<file path="src/rtl/irq_pkg.sv">
// Shared types and helpers for the external interrupt controller.
package irq_pkg;

  typedef enum logic [1:0] {
    IDLE    = 2'd0,
    REQ     = 2'd1,
    SERVICE = 2'd2,
    FIN     = 2'd3
  } irq_state_e;

  localparam int unsigned IRQ_CAUSE_BASE = 16;
  localparam int unsigned MCAUSE_INT_BIT = 31;

  // Platform line idx reports cause code 16+idx with the interrupt flag set.
  function automatic logic [31:0] irq_mcause(logic [31:0] idx);
    return (32'd1 << MCAUSE_INT_BIT) | (idx + 32'(IRQ_CAUSE_BASE));
  endfunction

endpackage

</file>
<file path="src/rtl/irq_controller_if.sv">
// Device/core-side signal bundle of the interrupt controller.
interface irq_controller_if #(
  parameter int unsigned N_IRQ = 16
);
  logic [N_IRQ-1:0] irq_req_i;
  logic [31:0]      mie_i;
  logic             stall_i;
  logic             mret_i;
  logic             irq_o;
  logic [31:0]      mcause_o;
  logic [N_IRQ-1:0] irq_ack_o;
  logic             busy_o;

  modport slave (
    input  irq_req_i, mie_i, stall_i, mret_i,
    output irq_o, mcause_o, irq_ack_o, busy_o
  );

  modport master (
    output irq_req_i, mie_i, stall_i, mret_i,
    input  irq_o, mcause_o, irq_ack_o, busy_o
  );
endinterface

</file>
<file path="src/rtl/irq_prio_enc.sv">
// Lowest-index-wins priority encoder over the masked request lines.
module irq_prio_enc #(
  parameter int unsigned N_IRQ = 16,
  localparam int unsigned IDX_W = (N_IRQ > 1) ? $clog2(N_IRQ) : 1
) (
  input  logic [N_IRQ-1:0] req_i,
  output logic             valid_o,
  output logic [IDX_W-1:0] idx_o
);

  // Scan from the top down so the lowest set index is the last one written.
  always_comb begin
    valid_o = 1'b0;
    idx_o   = '0;
    for (int i = N_IRQ - 1; i >= 0; i--) begin
      if (req_i[i]) begin
        valid_o = 1'b1;
        idx_o   = IDX_W'(i);
      end
    end
  end

endmodule

</file>
<file path="src/rtl/irq_controller.sv">
// Sequences one external interrupt at a time into the core trap path:
// arbitrate, request the trap, wait for mret, then acknowledge the device.
//
// state   | meaning
// IDLE    | arbitrating masked requests every cycle
// REQ     | irq_o high, waiting for an unstalled cycle to take the trap
// SERVICE | handler running, waiting for mret
// FIN     | one-cycle ack pulse to the serviced device
module irq_controller
  import irq_pkg::*;
#(
  parameter int unsigned N_IRQ = 16,
  localparam int unsigned IDX_W = (N_IRQ > 1) ? $clog2(N_IRQ) : 1
) (
  input  logic             clk_i,
  input  logic             rst_i,
  irq_controller_if.slave  bus
);

  irq_state_e       state_q, state_d;
  logic [IDX_W-1:0] id_q, id_d;
  logic [31:0]      mcause_q, mcause_d;
  logic             irq_q, irq_d;
  logic [N_IRQ-1:0] ack_q, ack_d;

  logic [N_IRQ-1:0] masked;
  logic             sel_valid;
  logic [IDX_W-1:0] sel_idx;

  // mie bits outside the platform range have no meaning here.
  logic unused_mie;
  assign unused_mie = ^bus.mie_i;

  assign masked = bus.irq_req_i & bus.mie_i[IRQ_CAUSE_BASE +: N_IRQ];

  irq_prio_enc #(.N_IRQ(N_IRQ)) u_prio_enc (
    .req_i   (masked),
    .valid_o (sel_valid),
    .idx_o   (sel_idx)
  );

  // Next-state logic; inputs only matter in IDLE (arbitration), REQ (stall)
  // and SERVICE (mret), so a committed interrupt cannot be withdrawn.
  always_comb begin
    state_d  = state_q;
    id_d     = id_q;
    mcause_d = mcause_q;
    unique case (state_q)
      IDLE: begin
        if (sel_valid) begin
          state_d  = REQ;
          id_d     = sel_idx;
          mcause_d = irq_mcause(32'(sel_idx));
        end
      end
      REQ:     if (!bus.stall_i) state_d = SERVICE;
      SERVICE: if (bus.mret_i)   state_d = FIN;
      FIN:     state_d = IDLE;
      default: state_d = IDLE;
    endcase
    irq_d = (state_d == REQ);
    ack_d = (state_d == FIN) ? (N_IRQ'(1) << id_d) : '0;
  end

  // State and registered outputs, cleared asynchronously.
  always_ff @(posedge clk_i or posedge rst_i) begin
    if (rst_i) begin
      state_q  <= IDLE;
      id_q     <= '0;
      mcause_q <= '0;
      irq_q    <= 1'b0;
      ack_q    <= '0;
    end else begin
      state_q  <= state_d;
      id_q     <= id_d;
      mcause_q <= mcause_d;
      irq_q    <= irq_d;
      ack_q    <= ack_d;
    end
  end

  assign bus.irq_o     = irq_q;
  assign bus.mcause_o  = mcause_q;
  assign bus.irq_ack_o = ack_q;
  assign bus.busy_o    = (state_q != IDLE);

endmodule

</file>
<file path="src/flat_wrapper.sv">
// flat-port wrapper written by rule: the top's interface ports become plain ports
module irq_controller_flat import irq_pkg::*;
#(
  parameter int unsigned N_IRQ = 16,
  localparam int unsigned IDX_W = (N_IRQ > 1) ? $clog2(N_IRQ) : 1
)
  (clk_i, rst_i, bus_irq_req_i, bus_mie_i, bus_stall_i, bus_mret_i, bus_irq_o, bus_mcause_o, bus_irq_ack_o, bus_busy_o);
  irq_controller_if #(.N_IRQ(N_IRQ)) bus_i ();
  input  logic clk_i;
  input  logic rst_i;
  input wire logic [$bits(bus_i.irq_req_i)-1:0] bus_irq_req_i;
  input wire logic [$bits(bus_i.mie_i)-1:0] bus_mie_i;
  input wire logic [$bits(bus_i.stall_i)-1:0] bus_stall_i;
  input wire logic [$bits(bus_i.mret_i)-1:0] bus_mret_i;
  output wire logic [$bits(bus_i.irq_o)-1:0] bus_irq_o;
  output wire logic [$bits(bus_i.mcause_o)-1:0] bus_mcause_o;
  output wire logic [$bits(bus_i.irq_ack_o)-1:0] bus_irq_ack_o;
  output wire logic [$bits(bus_i.busy_o)-1:0] bus_busy_o;
  assign bus_i.irq_req_i = bus_irq_req_i;
  assign bus_i.mie_i = bus_mie_i;
  assign bus_i.stall_i = bus_stall_i;
  assign bus_i.mret_i = bus_mret_i;
  assign bus_irq_o = bus_i.irq_o;
  assign bus_mcause_o = bus_i.mcause_o;
  assign bus_irq_ack_o = bus_i.irq_ack_o;
  assign bus_busy_o = bus_i.busy_o;
  irq_controller #(.N_IRQ(N_IRQ)) u_core (.clk_i(clk_i), .rst_i(rst_i), .bus(bus_i));
endmodule
</file>
<file path="config.mk">
export PLATFORM = sky130hd
export DESIGN_NAME = irq_controller_flat
export DESIGN_NICKNAME = d
export VERILOG_FILES = /design/src/rtl/irq_pkg.sv /design/src/rtl/irq_controller_if.sv /design/src/rtl/irq_prio_enc.sv /design/src/rtl/irq_controller.sv /design/src/flat_wrapper.sv
export SDC_FILE = /design/constraint.sdc
export NUM_CORES = 1
export LEC_CHECK = 0
export BUFFER_PORTS_ARGS = -buffer_cell sky130_fd_sc_hd__buf_2
export CORE_MARGIN = 4
export CORE_UTILIZATION = 40
export CTS_CLUSTER_DIAMETER = 120
export CTS_CLUSTER_SIZE = 28
export DETAILED_ROUTE_END_ITERATION = 8
export PLACE_DENSITY = 0.84
export RECOVER_POWER = 25
export SETUP_SLACK_MARGIN = 0.02
export SYNTH_ARGS = -nofsm -noshare
export SYNTH_HDL_FRONTEND = slang
export SYNTH_SLANG_ARGS = --single-unit
</file>
<file path="constraint.sdc">
create_clock -name clk_i -period 3 [get_ports clk_i]
set_input_delay 0 -clock clk_i [delete_from_list [all_inputs] [get_ports clk_i]]
set_output_delay 0 -clock clk_i [all_outputs]
set_load 0.1 [all_outputs]
</file>
After elaboration in Yosys (flattened, before gate mapping)
Index checks and enable logic that the tools add are counted.
- output and inout port bits: 50
- bits in registers: 55
- word-level logic and storage cells: 55
- input bits: 52
- add/subtract/negate cells: 1
- shifts and indexed selects: 1
- eq/ne operators: 5
- reduce and logical (&&, ||, !) cells: 3
- mux-type cells: 39
- bitwise gates (word level): 1
- operators by type and width (operator ; count):
    4-bit 2-to-1 mux ; 18
    16-bit bitwise AND ; 1
    1-bit 2-to-1 mux ; 16
    16-bit 2-to-1 mux ; 1
    1-bit by 4-bit left shift with 16-bit output (first input constant) ; 1
    2-bit case mux with 4 select lines ; 1
    4-bit by 5-bit adder with 6-bit output (second input constant) ; 1
    2-bit equality test (second input constant) ; 3
    2-bit 2-to-1 mux ; 3
    2-bit by 1-bit equality test with 1-bit output (second input constant) ; 2
    2-bit zero test ; 1
    2-bit AND reduction ; 1
    2-bit nonzero test ; 1

Logic depth before layout (Yosys ltp)
- word-level depth: 21
- gate-level depth with buffers: 7
- mapped depth without buffers: 6

By module
Synthesis repeated with hierarchy kept, for this count alone.
- cell total of the unflattened synthesis: 160
- area, all modules: 1561.5 µm²
- by module, submodules not included (module ; times used ; cells an instance ; area each (µm²)):
    irq_controller ; 1 ; 127 ; 1382.6
    irq_prio_enc ; 1 ; 33 ; 178.9

Worst setup path after synthesis
No wires, ideal clock.
- path kind: register to register
- start point: reg u_core.state_q[1]
- end point: reg u_core.ack_q[11] (netlist: u_core.bus.irq_ack_o[11])
- data arrival time: 1883 ps
- cell stages (with the launch flop): 8
- library setup time: 94 ps
- buffers on the path: 3
- slack: 1024 ps
- data required time: 2906 ps
- cell sequence: dfrtp_1 -> or2_1 -> buf_6 -> a31o_1 -> buf_6 -> or3_4 -> buf_6 -> a211oi_1
- longest elaborated chain between the ends: 4
- elaborated cells between the ends (all ways): 12
- those cells by class: eq/ne (4); shift (1); mux (6); reduce/logical (1)
- ends and longest elaborated chain (what ; RTL line ; text):
    start: declaration ; irq_controller.sv:20 ; irq_state_e state_q, state_d;
    start signal: assignment ; irq_controller.sv:74 ; state_q <= state_d;
    2-bit equality test (tied with other cells) ; irq_controller.sv:48 ; unique case (state_q)
    2-bit case mux with 4 select lines / 4-bit 2-to-1 mux (equally long branches) ; irq_controller.sv:48 ;
    2-bit equality test / 1-bit by 4-bit left shift with 16-bit output (equally long branches) ; irq_controller.sv:62 ; ack_d = (state_d == FIN) ? (N_IRQ'(1) << id_d) : '0;
    16-bit 2-to-1 mux * ; irq_controller.sv:62 ;
    via u_core.ack_d[11] ; irq_controller.sv:24 ; logic [N_IRQ-1:0] ack_q, ack_d;
    end signal: assignment ; irq_controller.sv:78 ; ack_q <= ack_d;
    end: declaration ; irq_controller.sv:24 ;
The timed path passes the listed nets; every way through them passes the cells marked *.
A chain may end at the register's enable or synchronous reset.

Final worst setup path
- start point: reg u_core.state_q[1]
- end point: reg u_core.ack_q[13] (netlist: u_core.bus.irq_ack_o[13])
- longest elaborated chain between the ends: 4
- elaborated cells between the ends (all ways): 12
- those cells by class: eq/ne (4); shift (1); mux (6); reduce/logical (1)
- ends and longest elaborated chain (what ; RTL line ; text):
    2-bit zero test ; irq_controller.sv:48 ;
    4-bit 2-to-1 mux ; irq_controller.sv:48 ;
    via u_core.id_d[1] ; irq_controller.sv:21 ; logic [IDX_W-1:0] id_q, id_d;
    1-bit by 4-bit left shift with 16-bit output ; irq_controller.sv:62 ;
    16-bit 2-to-1 mux ; irq_controller.sv:62 ;
    via u_core.ack_d[13] ; irq_controller.sv:24 ;
The timed path passes the listed nets, and every way through them passes these cells.

==> out/qor.yml <==
setup_path:
  setup.worst_path.end_class: "flip-flop"
  cp_max_fo: 9
  cp-startpoint: "u_core.state_q[1]"
  worst_r2r_startpoint: "u_core.state_q[1]"
  worstPathRequired_ns: 3.17
  cp-start-kind: "flip-flop"
  timing.reg2reg.setup_slack_ns: 0.99
  r2r-end: "u_core.bus.irq_ack_o[13]"
  arrival_ns: 2.18
  criticalPathCategory: "reg -> reg"
  r2r_cells: 5
  setup.worst_path.end: "u_core.bus.irq_ack_o[13]"
drt:
  drt-total-wl_mm: 3.00
  drcViolationCount: 0
  drtIter0Drc: 45
  viasPerCell: 4.74
  wl_per_cell_um: 11.5
  dr.pass1.iters: 4
  drtAntennaViolNets: 0
  vias: 1233
placed_design:
  dpl.hpwl_mm: 2.43
  pre_cts_ws_ns: 1.08
  finalWeightedCongestion: 0.796
  portBuffers: 59
global_routing:
  track_usage: 0.120
  grt-ovfl-total: 0
  grt_max_degree: 29
  grt_pass1_wl_mm: 4.81
  grt_pass1_vias: 1147
  antenna_found_initial: 0
sta:
  maxSlewHeadroom: 0.212
  fin_crit_sh: 0.670
  slew_viol_final: 0
  timing.final.ws_setup_ns: 0.989
  tns_ns: 0
  period_needed_ns: 2.01
  finalSetupViolations: 0
  hold_viol_final: 0
  grt_setup_unrepaired: "false"
  fmax_mhz: 497
  worst_slew_pin_slew_ns: 1.19
  clock-skew-final_ns: 0.00102
clock_network:
  tritoncts: "yes"
  cts.repair.resized: 0
  cts_buffers: 3
  cts_root_buf: "clkbuf_8"
  clk_pin_slew_worst_paths_ns: 0.08
  cts_htree_levels: 1
  insertion_delay_ns: 0.26
  numClockSinks: 28
  cts_max_path_buffers: 2
flow_run:
  maxCapViolations: 0
pwr:
  leakagePower_nw: 0.867
  power.density_nw_per_um2: 925
  worst_ir_drop_vdd_v: 0.000437
floorplanning:
  dieArea_sq_um: 4830
  ioPinCount: 102
  coreArea_sq_um: 3660
  die_w_um: 69.5
  row_count: 22
  floorplan.initialDensity: 0.413
  die_h_um: 69.5
yosys:
  synth_compound_area_frac: 0.178
  yosys.area_share.xor_xnor: 0
  synth-seq-cells: 28
  synth_area_sq_um: 1510
  synth_most_common_cell: "dfrtp_1"
  synth-simple-area-share: 0.185
  synth_top_cell_by_area: "dfrtp_1"
  yosys_warnings: 0
  async_flop_share: 1.00
  synth_edf_count: 0
  synth_mux_area_frac: 0.00662
  synthTopCellsByCount: "dfrtp_1, buf_4, nand2_1"
  avgSynthCellArea_sq_um: 9.81
  synth_area_leaders: "dfrtp_1, buf_4, nand2_1"
  syn_inst: 154
  synth_top_family_by_area: "simple AND/OR/NAND/NOR gates"
  yosysSeqAreaShare: 0.464
  yosysUniqueCellTypes: 36
  synthFlopType: "dfrtp_1"
  synthAdderAreaFrac: 0
  synth.top_cell.area_share: 0.464
finish:
  layout-drive-gt1-share: 0.231
  fin_nets: 265
  syn2layout_area_growth_pct: 16.6
  diodes: 0
min_path:
  hold_class: "in -> reg"
status:
  status: "finished, final reports clean"
how the worst min path moves through the flow:
stage | startpoint | endpoint | cells past startpoint
after floorplan | rst_i | u_core.bus.irq_ack_o[0] | 1
after global placement | rst_i | u_core.bus.irq_ack_o[12] | 2
after detailed placement | rst_i | u_core.bus.mcause_o[4] | 2
after CTS | bus_stall_i | u_core.bus.irq_o | 3
after global routing | bus_stall_i | u_core.state_q[1] | 3
final | bus_stall_i | u_core.state_q[1] | 3
power by group:
group	internal [mW]	total, mW	switching (mW)
clock	0.117	0.220	0.103
sequential	0.458	0.517	0.0587
combinational	0.161	0.893	0.732
total	0.736	1.63	0.894
state kept, by name, indices dropped and copies added (netlist names):
name	cells
u_core.state_q	2
u_core.bus.irq_o	1
u_core.bus.mcause_o	5
u_core.bus.irq_ack_o	16
u_core.id_q	4
through the flow:
step / instance area (sq um) / instances / util / hold WS (ns) / total power, mW
2_1_floorplan: 1610 / 179 / - / 0.0654 / 1.34
3_3_place_gp: 1720 / 255 / 0.470 / 0.257 / 1.41
3_5_place_dp: 1720 / 255 / 0.470 / 0.279 / 1.42
4_1_cts: 1790 / 260 / 0.488 / 0.00240 / 1.65
5_1_grt: 1760 / 260 / 0.481 / 0.0163 / 1.72
6_report: 1760 / 260 / 0.481 / 0.00645 / 1.63
placed cells by master, fill, tap and decap left out, types with 5 or more instances in the layout:
cell      netlist  final
a211oi_1        8      8
a21oi_1         5      5
a22o_1          5      5
a22oi_1         5      5
buf_2           0     40
clkbuf_1        1     19
conb_1          1     26
dfrtp_1        28     28
nand2_1        18     18
nor2_1         15     15
routing by layer:
layer,GRT usage,wire [um]
met5,0,0
met1,0.142,1160
met4,0.0390,16
met2,0.214,1500
met3,0.0275,328
critical path: stages, from the launching register on:
cell	delay, ns
dfrtp_1	0.44
or2_1	0.34
a31o_1	0.33
a2bb2oi_2	0.37
inv_1	0.19
a211oi_1	0.24
cell type report:
type	count	area, sq um
well taps	48	60.1
multi-input cells	118	657
inverters	2	7.51
fillers	357	1900
clock buffers	4	55.1
flip-flops and latches	28	701
repair buffers	60	282
cells by family after synthesis:
logic type	after synthesis
AND/OR/NAND/NOR	55
AO/OA/AOI/OAI	36
buffers and inverters	33
flip-flops	28
multiplexers	1
other	1
repair_timing:
item,in CTS,in global routing
hold buffers,1,0
endpoints found under the hold margin,28,0
buffers inserted,0,0
Note: power is estimated with default switching activity, not from simulation.
